`src/rtl/rom_load_sequencer.sv`:
```
// rom_load_sequencer: steers the ioctl ROM download stream into byte-wide BRAM
// (below BRAM_LIMIT) or 16-bit SDRAM words (at/above BRAM_LIMIT), pairing
// even/odd bytes, running the SDRAM req/ack handshake and throttling the HPS.
// Optional feature: define ROM_LOAD_CHECKSUM_EN to add the 16-bit `checksum`
// output (wrapping sum of every accepted byte).
module rom_load_sequencer #(
   parameter logic [24:0] BRAM_LIMIT = 25'h80000,
   parameter int unsigned SDR_AW     = 24
) (
   input  logic              clk,
   input  logic              reset,
   input  logic              ioctl_download,
   input  logic              ioctl_wr,
   input  logic [24:0]       ioctl_addr,
   input  logic [7:0]        ioctl_dout,
   output logic              ioctl_wait,
   output logic              bram_wr,
   output logic [24:0]       bram_addr,
   output logic [7:0]        bram_data,
   output logic              sdr_req,
   input  logic              sdr_ack,
   output logic [SDR_AW-1:0] sdr_addr,
   output logic [15:0]       sdr_data,
   output logic [1:0]        sdr_be,
   output logic              rom_ready,
   output logic              overrun
`ifdef ROM_LOAD_CHECKSUM_EN
   ,
   output logic [15:0]       checksum
`endif
);

   localparam int unsigned ADDR_W = 25;
   localparam int unsigned BYTE_W = 8;
   localparam int unsigned WORD_W = 16;

   typedef enum logic [1:0] {IDLE, LOAD, FLUSH, DONE} state_t;

   state_t state, state_n;

   logic                dl_q;
   logic                pend_valid, pend_valid_n;
   logic                pend_odd, pend_odd_n;
   logic [SDR_AW-1:0]   pend_addr, pend_addr_n;
   logic [BYTE_W-1:0]   pend_data, pend_data_n;
   logic                req_n;
   logic [SDR_AW-1:0]   addr_n;
   logic [WORD_W-1:0]   data_n;
   logic [1:0]          be_n;

   logic                dl_rise, dl_fall, start;
   logic                in_sdr, wr_odd, accept, drop;
   logic [ADDR_W-1:0]   offs;
   logic [SDR_AW-1:0]   wr_word;

   assign dl_rise = ioctl_download & ~dl_q;
   assign dl_fall = ~ioctl_download & dl_q;
   // A new download may start from IDLE or from the single DONE cycle.
   assign start   = ((state == IDLE) || (state == DONE)) && dl_rise;
   assign in_sdr  = (ioctl_addr >= BRAM_LIMIT);
   assign offs    = ioctl_addr - BRAM_LIMIT;
   assign wr_odd  = offs[0];
   assign wr_word = SDR_AW'(offs[ADDR_W-1:1]);
   assign accept  = (state == LOAD) && ioctl_wr && !ioctl_wait;
   assign drop    = (state == LOAD) && ioctl_wr && ioctl_wait;

   // State register.
   always_ff @(posedge clk or posedge reset) begin
      if (reset) state <= IDLE;
      else       state <= state_n;
   end

   // Next-state logic.
   always_comb begin
      state_n = state;
      case (state)
         IDLE:    if (dl_rise) state_n = LOAD;
         LOAD:    if (dl_fall) state_n = FLUSH;
         FLUSH:   if (!sdr_req && !pend_valid) state_n = DONE;
         DONE:    state_n = start ? LOAD : IDLE;
         default: state_n = IDLE;
      endcase
   end

   // Byte pairing and SDRAM request issue; accepted strobes imply sdr_req idle.
   always_comb begin
      req_n        = sdr_req;
      addr_n       = sdr_addr;
      data_n       = sdr_data;
      be_n         = sdr_be;
      pend_valid_n = pend_valid;
      pend_odd_n   = pend_odd;
      pend_addr_n  = pend_addr;
      pend_data_n  = pend_data;
      if (sdr_req && sdr_ack) req_n = 1'b0;
      if (start) begin
         pend_valid_n = 1'b0;
         pend_odd_n   = 1'b0;
      end else if (accept && in_sdr) begin
         if (!wr_odd) begin
            if (pend_valid) begin
               req_n  = 1'b1;
               addr_n = pend_addr;
               data_n = {8'h00, pend_data};
               be_n   = 2'b01;
            end
            pend_valid_n = 1'b1;
            pend_odd_n   = 1'b0;
            pend_addr_n  = wr_word;
            pend_data_n  = ioctl_dout;
         end else if (pend_valid && (pend_addr == wr_word)) begin
            req_n        = 1'b1;
            addr_n       = wr_word;
            data_n       = {ioctl_dout, pend_data};
            be_n         = 2'b11;
            pend_valid_n = 1'b0;
         end else if (pend_valid) begin
            // Unrelated even byte goes out first; the odd byte queues behind it.
            req_n        = 1'b1;
            addr_n       = pend_addr;
            data_n       = {8'h00, pend_data};
            be_n         = 2'b01;
            pend_odd_n   = 1'b1;
            pend_addr_n  = wr_word;
            pend_data_n  = ioctl_dout;
         end else begin
            req_n  = 1'b1;
            addr_n = wr_word;
            data_n = {ioctl_dout, 8'h00};
            be_n   = 2'b10;
         end
      end else if (pend_valid && !sdr_req &&
                   (((state == LOAD) && pend_odd) || (state == FLUSH))) begin
         req_n        = 1'b1;
         addr_n       = pend_addr;
         data_n       = pend_odd ? {pend_data, 8'h00} : {8'h00, pend_data};
         be_n         = pend_odd ? 2'b10 : 2'b01;
         pend_valid_n = 1'b0;
         pend_odd_n   = 1'b0;
      end
   end

   // Registered outputs, pending byte and status flags.
   always_ff @(posedge clk or posedge reset) begin
      if (reset) begin
         dl_q       <= 1'b0;
         pend_valid <= 1'b0;
         pend_odd   <= 1'b0;
         pend_addr  <= '0;
         pend_data  <= '0;
         sdr_req    <= 1'b0;
         sdr_addr   <= '0;
         sdr_data   <= '0;
         sdr_be     <= '0;
         ioctl_wait <= 1'b0;
         bram_wr    <= 1'b0;
         bram_addr  <= '0;
         bram_data  <= '0;
         rom_ready  <= 1'b0;
         overrun    <= 1'b0;
      end else begin
         dl_q       <= ioctl_download;
         pend_valid <= pend_valid_n;
         pend_odd   <= pend_odd_n;
         pend_addr  <= pend_addr_n;
         pend_data  <= pend_data_n;
         sdr_req    <= req_n;
         sdr_addr   <= addr_n;
         sdr_data   <= data_n;
         sdr_be     <= be_n;
         ioctl_wait <= req_n | (pend_valid_n & pend_odd_n);
         bram_wr    <= accept && !in_sdr;
         if (accept && !in_sdr) begin
            bram_addr <= ioctl_addr;
            bram_data <= ioctl_dout;
         end
         if (start) begin
            rom_ready <= 1'b0;
            overrun   <= 1'b0;
         end else begin
            if (drop)             overrun   <= 1'b1;
            if (state_n == DONE)  rom_ready <= 1'b1;
         end
      end
   end

`ifdef ROM_LOAD_CHECKSUM_EN
   // Wrapping sum of every accepted byte in either region.
   always_ff @(posedge clk or posedge reset) begin
      if (reset)       checksum <= '0;
      else if (start)  checksum <= '0;
      else if (accept) checksum <= checksum + WORD_W'(ioctl_dout);
   end
`endif

endmodule

```
`config.mk`:
```
export PLATFORM = sky130hd
export DESIGN_NAME = rom_load_sequencer
export DESIGN_NICKNAME = d
export VERILOG_FILES = /design/src/rtl/rom_load_sequencer.sv
export SDC_FILE = /design/constraint.sdc
export NUM_CORES = 1
export LEC_CHECK = 0
export ABC_CLOCK_PERIOD_IN_PS = 10700
export CAP_MARGIN = 20
export CORE_UTILIZATION = 40
export CTS_CLUSTER_DIAMETER = 200
export DETAILED_ROUTE_END_ITERATION = 12
export PLACE_DENSITY_LB_ADDON = 0.05
export SETUP_SLACK_MARGIN = 0.05
export SYNTH_ARGS = -nofsm -noshare
export SYNTH_HDL_FRONTEND = slang
export SYNTH_SLANG_ARGS = --single-unit
```
`constraint.sdc`:
```
create_clock -name clk -period 10.7 [get_ports clk]
set_clock_uncertainty 0.2 [all_clocks]
set_input_delay 2.14 -clock clk [delete_from_list [all_inputs] [get_ports clk]]
set_output_delay 2.14 -clock clk [all_outputs]
set_load 0.02 [all_outputs]
```
==> qor.yml, run 1 <==
synthesis:
  synth_seq_area_share: 0.5616
  synth-edff-count: 0
  syn_nets: 470
  synth_area_leaders: "dfrtp_1, mux2_1, mux2_2"
  syn_area_um2: 5214
  yosysUniqueCellTypes: 49
  yosysTopAreaCell: "dfrtp_1"
  yosysTopAreaCellShare: 0.5616
  ys_async_sr_fraction: 1.000
  yosys_warnings: 0
  avgSynthCellArea_um2: 12.21
  synth_cells: 427
  synth_common_cells: "dfrtp_1, nand2_1, mux2_1, inv_1, nand2b_1"
  yosysMostFrequentCell: "dfrtp_1"
  ys.flop_type: "dfrtp_1"
  ys_ff_latch: 117
routing:
  drc: 0
  viasPerCell: 5.247
  postRouteWirelength_mm: 13.03
  post_drt_wl_per_cell_um: 17.80
  drt-initial-drc-count: 167
  first_pass_iters: 4
  drtAntennaViolNets: 0
  vias: 3841
run_status:
  status: "complete, no violations"
clock_network:
  cts_sinks: 117
  cts_resized: 0
  clk_path_buf_depth: 2
  numCtsBuffers: 17
  cts_setup_buffers: 0
  worstSkewPairLatency_ns: 0.42
  path_clk_slew_ns: 0.05
  cts_max_level: 4
  cts_root_buffer: "clkbuf_16"
  cts_hold_buf: 0
  cts_tree: "built"
pwr:
  peakVddDrop_v: 0.0001017
  seq_power_share: 0.362
  combPwrFrac: 0.373
  p_per_area_nw_per_um2: 277.6
  p_int_mw: 1.307
  p_leak_nw: 3.085
  netSwitchingFraction: 0.3393
  clkPwrFrac: 0.266
  switchingPower_mw: 0.6709
grt:
  antenna_found_initial: 0
  grt_max_degree: 65
  track_usage: 0.2114
  grt_pass1_vias: 3892
  grt_overflow_total: 0
  grt_pass1_wl_mm: 20.84
layout:
  area_growth_pct: 36.65
  antennaDiodeCount: 0
  drive_gt1_frac: 0.1071
  nNetsFinal: 591
timing:
  worst_slew_pin_slew_ns: 0.9524
  fin_crit_ns: 5.436
  fin_crit_sh: 0.5081
  hold_viol_final: 0
  fin_ws_ns: 5.264
  timing.fmax_mhz: 184.0
  tns_ns: 0
  setup_viol: 0
  finalMaxSlewViolations: 0
  slew_headroom: 0.3651
  grt_setup_unrepaired: "false"
floorplan:
  die_x_um: 116.2
  num_rows: 41
  die_h_um: 116.2
  initial_core_util: 0.4115
  die_area_um2: 13500
  coreArea_um2: 12670
  num_io_pins: 118
worst_setup_path:
  critPathCaptureType: "flip-flop"
  arrival_ns: 5.53
  worstSetupPathType: "in -> reg"
  crit_required_ns: 10.80
  path_max_fanout: 24
  start_kind: "input port"
placed_design:
  dpl.hpwl_mm: 8.851
  gp_congestion: 0.7797
  port_buffers: 117
  place_ws_ns: 4.859
run:
  drv_cap: 0
min_path:
  hp-class: "reg -> reg"
## cells by family after synthesis
group | synth area share
AOI/OAI and AO/OA | 0.1291
xor gates and xnor gates | 0.04800
adders and majority gates | 0.01200
buffers and inverters | 0.03432
DFF | 0.5616
muxes | 0.1087
and+or+nand+nor | 0.1063
## power groups by stage
stage / registers [mW] / clock network, mW / logic, mW
2_1_floorplan: 0.801 / 0 / 0.349
3_3_place_gp: 0.719 / 0 / 0.730
3_5_place_dp: 0.719 / 0 / 0.745
4_1_cts: 0.716 / 0.539 / 0.748
5_1_grt: 0.735 / 0.556 / 0.801
6_report: 0.715 / 0.525 / 0.737
## cell usage in the layout (no fill, tap or decap), types with 5 or more instances in the layout
| master | n |
|---|---|
| dfrtp_1 | 117 |
| clkdlybuf4s50_1 | 117 |
| nand2_1 | 32 |
| mux2_1 | 26 |
| inv_1 | 23 |
| nand2b_1 | 21 |
| mux2_2 | 19 |
| xor2_1 | 18 |
| clkbuf_16 | 17 |
| o221a_1 | 16 |
| o21ai_0 | 15 |
| nand3_1 | 11 |
| o211ai_1 | 10 |
| nor4_1 | 9 |
| xnor2_1 | 8 |
| o221ai_1 | 8 |
| a22o_1 | 8 |
| nor2_1 | 7 |
| mux2i_1 | 6 |
| clkbuf_1 | 6 |
| and2_1 | 5 |
| a21oi_1 | 5 |
| ha_1 | 5 |
| buf_4 | 5 |
## per-stage QoR
stage / cell area, µm² / util / hold WS [ns] / std cells / power, mW
finish: 7124 / 0.5623 / 0.2793 / 732 / 1.978
detailed placement: 6576 / 0.5190 / 0.2702 / 701 / 1.464
CTS: 7124 / 0.5623 / 0.2843 / 732 / 2.003
global route: 7124 / 0.5623 / 0.3054 / 732 / 2.092
global placement: 6576 / 0.5190 / 0.2667 / 701 / 1.449
floorplan: 5214 / - / 0.2800 / 427 / 1.150
## layout make-up
type	instances	area, µm²
fillers	1121	5547
multi-input cells	266	2132
clock buffers	27	503.0
well taps	172	215.2
inverters	24	92.59
repair buffers	122	1209
flip-flops and latches	117	2928
clock inverters	4	45.04
## worst paths after layout
check / start / endpoint / slack [ns] / depth (start not counted)
worst min register to register: bram_addr[23] / bram_addr[23] / 0.28 / 1
min in group asynchronous: reset / dl_q / 1.98 / 2
worst min-delay path: bram_addr[23] / bram_addr[23] / 0.28 / 1
worst max register to register: state[1] / sdr_addr[17] / 7.17 / 9
worst max-delay path: ioctl_addr[19] / sdr_addr[17] / 5.26 / 10
max in group asynchronous: reset / bram_addr[4] / 7.04 / 3
## registers in the layout, indices dropped and copies added, names as in the netlist, 2 cells and up
name,cells
bram_addr,25
bram_data,8
pend_addr,24
pend_data,8
sdr_addr,24
sdr_be,2
sdr_data,16
state,2
## metal layers
metal  up-vias  GRT usage  part of all wire
met3        28    0.05812             0.051
met1      1915     0.2617              0.43
met4         0     0.1068             0.027
li1       1785          -                 -
met5         -          0                 0
met2       113     0.3409              0.49
## worst max-delay path, stage by stage
cell	delay, ns
clkdlybuf4s50_1	0.54
inv_1	0.12
ha_1	0.21
nand2b_1	0.08
nor4_1	0.41
o21a_1	0.40
o311a_1	0.49
nand3_1	0.44
buf_4	0.38
o221a_2	0.30
(Power assumes the default switching activity.)
==> inputs of run 2 (changes only) <==
ABC_CLOCK_PERIOD_IN_PS = 5130   (was 10700)
clock period = 5.13 ns   (was 10.7 ns; I/O delays follow)
==> run 2 against run 1 <==
Worst hold slack worse by 0.0031 ns. Clock power grew 110%. Register-to-register slack worse by 5.2 ns. Sequential share of layout area is 0.30 points lower. Combinational power increased by 110%. Via count is 0.23% higher. Total power grew 110%. Critical path depth did not move. Critical endpoint is now pend_addr[14]. First-iteration DRC count down 28%. Clock-buffer cell count did not move. Largest power group unchanged. Worst setup slack got worse by 4.4 ns. Die area is the same.
==> qor.yml, run 2 (synthesized netlist as in run 1, its figures left out) <==
grt:
  grt_pass1_vias: 4027
  use_met1: 0.2669
  grt_max_degree: 68
  grt_overflow_total: 0
  busiest_layer: "met2"
  grt_pass1_wl_mm: 21.01
  antenna_found_initial: 0
  track_usage: 0.2107
  grt_use_met2: 0.3452
  gr-usage-met3: 0.05293
worst_setup_path:
  cp_top_family: "buffers and inverters"
  crit_slowest_cell: "a2111oi_4"
  critPathCaptureType: "flip-flop"
  start_kind: "input port"
  path_max_fanout: 25
  path_cells: "clkdlybuf4s50_1 > inv_1 > ha_1 > nor3b_2 > xnor2_1 > a211o_1 > o41ai_4 > a2111oi_4 > buf_4 > mux2_1"
  arrival_ns: 4.37
  worstSetupPathType: "in -> reg"
  crit_buf_inv: 3
  slowest_delay_ns: 0.71
  crit_required_ns: 5.22
layout:
  top_register: "bram_addr"
  area_growth_pct: 37.65
  nNetsFinal: 599
  final_cell_mix: "dfrtp_1, clkdlybuf4s50_1, nand2_1"
  drive_gt1_frac: 0.1217
  fin_area_um2: 7177
  antennaDiodeCount: 0
  largest_reg_flops: 25
  largestRegisters: "bram_addr: 25 flops, pend_addr: 24 flops, sdr_addr: 24 flops"
  finish.utilization: 0.5664
timing:
  hold_viol_final: 0
  fin_crit_sh: 0.8342
  grt_setup_unrepaired: "false"
  slew_headroom: 0.4462
  fin_ws_ns: 0.8507
  finalMaxSlewViolations: 0
  fin_crit_ns: 4.279
  tns_ns: 0
  timing.fmax_mhz: 233.7
  worst_slew_pin_slew_ns: 0.8308
  setup_viol: 0
pwr:
  p_leak_nw: 3.115
  p_per_area_nw_per_um2: 572.7
  finalPower_mw: 4.110
  peakVddDrop_v: 0.0002677
floorplan:
  coreArea_um2: 12670
  initial_core_util: 0.4115
  die_x_um: 116.2
  die_area_um2: 13500
  num_io_pins: 118
  die_h_um: 116.2
  num_rows: 41
clock_network:
  worstSkewPairLatency_ns: 0.41
  cts_resized: 0
  cts_sinks: 117
  path_clk_slew_ns: 0.05
  cts_setup_buffers: 0
  cts_hold_buf: 0
  clk_path_buf_depth: 2
  numCtsBuffers: 17
  cts_root_buffer: "clkbuf_16"
  cts_max_level: 4
  cts_tree: "built"
placed_design:
  place_ws_ns: 0.3978
  port_buffers: 117
  dpl.hpwl_mm: 9.156
  post_dp_cell_area_um2: 6636
  gp_congestion: 0.7974
run:
  drv_cap: 0
routing:
  viasPerCell: 5.210
  postRouteWirelength_mm: 13.00
  vias: 3850
  drtAntennaViolNets: 0
  drt-initial-drc-count: 121
  post_drt_wl_per_cell_um: 17.58
  drc: 0
  first_pass_iters: 4
min_path:
  hp-class: "reg -> reg"
run_status:
  status: "complete, no violations"
[run 2: changes by cell type in the layout (fill, tap and decap cells not counted), sizes merged]
cell,before,now
buf,5,13
bufinv,1,0
clkinv,3,2
clkinvlp,0,1
[run 2: worst paths after layout]
| kind | start | to | slack, ns | depth (start not counted) |
|---|---|---|---|---|
| worst max register to register | state[1] | sdr_addr[16] | 1.98 | 9 |
| worst min-delay path | bram_data[6] | bram_data[6] | 0.28 | 2 |
| worst min register to register | bram_data[6] | bram_data[6] | 0.28 | 2 |
| min in group asynchronous | reset | ioctl_wait | 0.93 | 2 |
| worst max-delay path | ioctl_addr[19] | pend_addr[14] | 0.85 | 10 |
| max in group asynchronous | reset | bram_addr[22] | 2.89 | 3 |
[run 2: report_power, final]
group / switching (mW) / internal [mW]
combinational: 0.770 / 0.769
clock: 0.390 / 0.687
sequential: 0.238 / 1.26
total: 1.40 / 2.71
[run 2: final cells by class]
class,instances,area (µm²)
repair buffers,130,1269
multi-input cells,266,2132
fillers,1114,5494
clock inverters,3,17.52
clock buffers,27,523.0
flip-flops and latches,117,2928
inverters,24,92.59
well taps,172,215.2
[run 2: worst min-delay path, cell delays in order, from the launching register on]
cell and delay [ns]:
dfrtp_1 0.33, nand2_1 0.04, o21ai_0 0.06
[run 2: layer usage]
layer / routed length, µm / part of all wire
met1: 5881 / 0.45
met4: 182 / 0.014
met5: 0 / 0
met2: 6286 / 0.48
met3: 645 / 0.050
[run 2: metrics by stage]
| step | hold slack, ns | std cells |
|---|---|---|
| detailed placement | 0.2707 | 709 |
| floorplan | 0.2800 | 427 |
| finish | 0.2762 | 739 |
| global route | 0.2943 | 739 |
| global placement | 0.2675 | 709 |
| CTS | 0.2858 | 739 |
==> inputs of run 3 (changes only) <==
ABC_CLOCK_PERIOD_IN_PS = 4000   (was 5130)
clock period = 4 ns   (was 5.13 ns; I/O delays follow)
==> run 3 against run 2 <==
Clock-buffer cell count fell by 2. Clock power rose by 28%. Via count rose by 2.8%. Utilization rose by 1.2 points. Worst setup slack got worse by 0.37 ns. Worst hold slack improved by 0.0043 ns. Sequential power rose by 28%. Final cell count rose by 1.4%. Critical endpoint is now sdr_addr[16]. Largest power group unchanged.
==> qor.yml, run 3 (synthesized netlist as in run 1, its figures left out) <==
run_status:
  status: "complete, no violations"
placed_design:
  port_buffers: 117
  gp_congestion: 0.8209
  place_ws_ns: 0.07868
  dpl.hpwl_mm: 9.003
layout:
  largest_reg_flops: 25
  nNetsFinal: 609
  antennaDiodeCount: 0
  drive_gt1_frac: 0.1352
  area_growth_pct: 40.46
  final_cell_mix: "dfrtp_1, clkdlybuf4s50_1, nand2_1"
  fillers: 1121
  top_register: "bram_addr"
  largestRegisters: "bram_addr: 25 flops, pend_addr: 24 flops, sdr_addr: 24 flops"
clock_network:
  numCtsBuffers: 17
  cts_sinks: 117
  cts_tree: "built"
  cts_resized: 0
  worstSkewPairLatency_ns: 0.41
  cts_hold_buf: 0
  cts_setup_buffers: 0
  path_clk_slew_ns: 0.05
  clk_path_buf_depth: 2
  cts_root_buffer: "clkbuf_16"
  cts_max_level: 4
worst_setup_path:
  crit_required_ns: 4.09
  start_kind: "input port"
  worstSetupPathType: "in -> reg"
  path_max_fanout: 24
  arrival_ns: 3.61
  critPathCaptureType: "flip-flop"
  timing.rr.end: "sdr_addr[16]"
  r2r_slack_ns: 1.14
  r2r-start: "state[1]"
  r2r_cells: 8
run:
  drv_cap: 0
pwr:
  peakVddDrop_v: 0.0003511
  p_per_area_nw_per_um2: 726.1
  p_leak_nw: 3.190
min_path:
  hold_depth: 1
  min_from: "sdr_be[0]"
  hp-class: "reg -> reg"
  min_to: "sdr_be[0]"
timing:
  holdWs_ns: 0.2804
  tns_ns: 0
  finalMaxSlewViolations: 0
  worst_slew_pin_slew_ns: 0.8550
  fin_crit_ns: 3.520
  fin_crit_sh: 0.8801
  slew_headroom: 0.4300
  hold_viol_final: 0
  grt_setup_unrepaired: "false"
  setup_viol: 0
  fin_ws_ns: 0.4796
  timing.fmax_mhz: 284.1
floorplan:
  num_rows: 41
  die_x_um: 116.2
  die_h_um: 116.2
  initial_core_util: 0.4115
  num_io_pins: 118
  die_area_um2: 13500
  coreArea_um2: 12670
grt:
  antenna_found_initial: 0
  grt_pass1_wl_mm: 20.91
  track_usage: 0.2101
  grt_max_degree: 48
  grt_pass1_vias: 4037
  grt_overflow_total: 0
routing:
  drc: 0
  drt-initial-drc-count: 183
  first_pass_iters: 4
  drtAntennaViolNets: 0
  postRouteWirelength_mm: 12.77
  vias: 3957
  post_drt_wl_per_cell_um: 17.05
  viasPerCell: 5.283
==> run 3: changes by cell type in the layout (fill, tap and decap cells not counted), sizes merged <==
cell    previous run  this run
buf               13        23
inv               24        23
bufinv             0         1
clkbuf            27        25
clkinv             2         4
==> run 3: per-layer routing <==
metal	global-route usage	routed length (µm)
met1	0.2644	5716
met2	0.3369	6110
met3	0.06227	645
met4	0.09231	299
met5	0	0
==> run 3: final cells by class <==
class,instances,area (µm²),area share
well taps,172,215.2,0.02939
repair buffers,140,1419,0.1937
inverters,24,93.84,0.01281
clock buffers,25,485.5,0.06629
flip-flops and latches,117,2928,0.3998
multi-input cells,266,2132,0.2911
clock inverters,5,50.05,0.006834
==> run 3: how the worst max path moves through the flow <==
stage | slack (ns) | from | to | cells past startpoint
after detailed placement | 0.08 | ioctl_addr[20] | sdr_addr[16] | 10
after global routing | 0.32 | ioctl_addr[20] | sdr_data[0] | 10
after CTS | 0.51 | ioctl_addr[20] | sdr_addr[16] | 10
final | 0.48 | ioctl_addr[20] | sdr_addr[16] | 10
after floorplan | 0.77 | ioctl_addr[19] | pend_addr[14] | 9
after global placement | 0.13 | ioctl_addr[20] | sdr_data[1] | 10
==> run 3: critical path, stage by stage <==
cell and delay [ns]:
clkdlybuf4s50_1 0.52, inv_1 0.07, ha_1 0.23, nor3b_2 0.18, xnor2_1 0.16, a211o_1 0.35, o41ai_4 0.52, nand3_1 0.26
buf_12 0.23, o221a_2 0.28
==> run 3: per-stage QoR <==
stage	cell area (µm²)	std cells	util	power [mW]
6_report	7323	749	0.5780	5.317
5_1_grt	7323	749	0.5780	5.652
4_1_cts	7323	749	0.5780	5.384
3_5_place_dp	6788	719	0.5357	3.970
3_3_place_gp	6788	719	0.5357	3.921
2_1_floorplan	5218	427	-	3.075
==> run 3: power by group <==
group | internal (mW) | leakage, nW | switching, mW
registers | 1.61 | 1.48 | 0.298
logic | 1.02 | 1.45 | 1.00
clock network | 0.890 | 0.267 | 0.493
total | 3.52 | 3.19 | 1.79
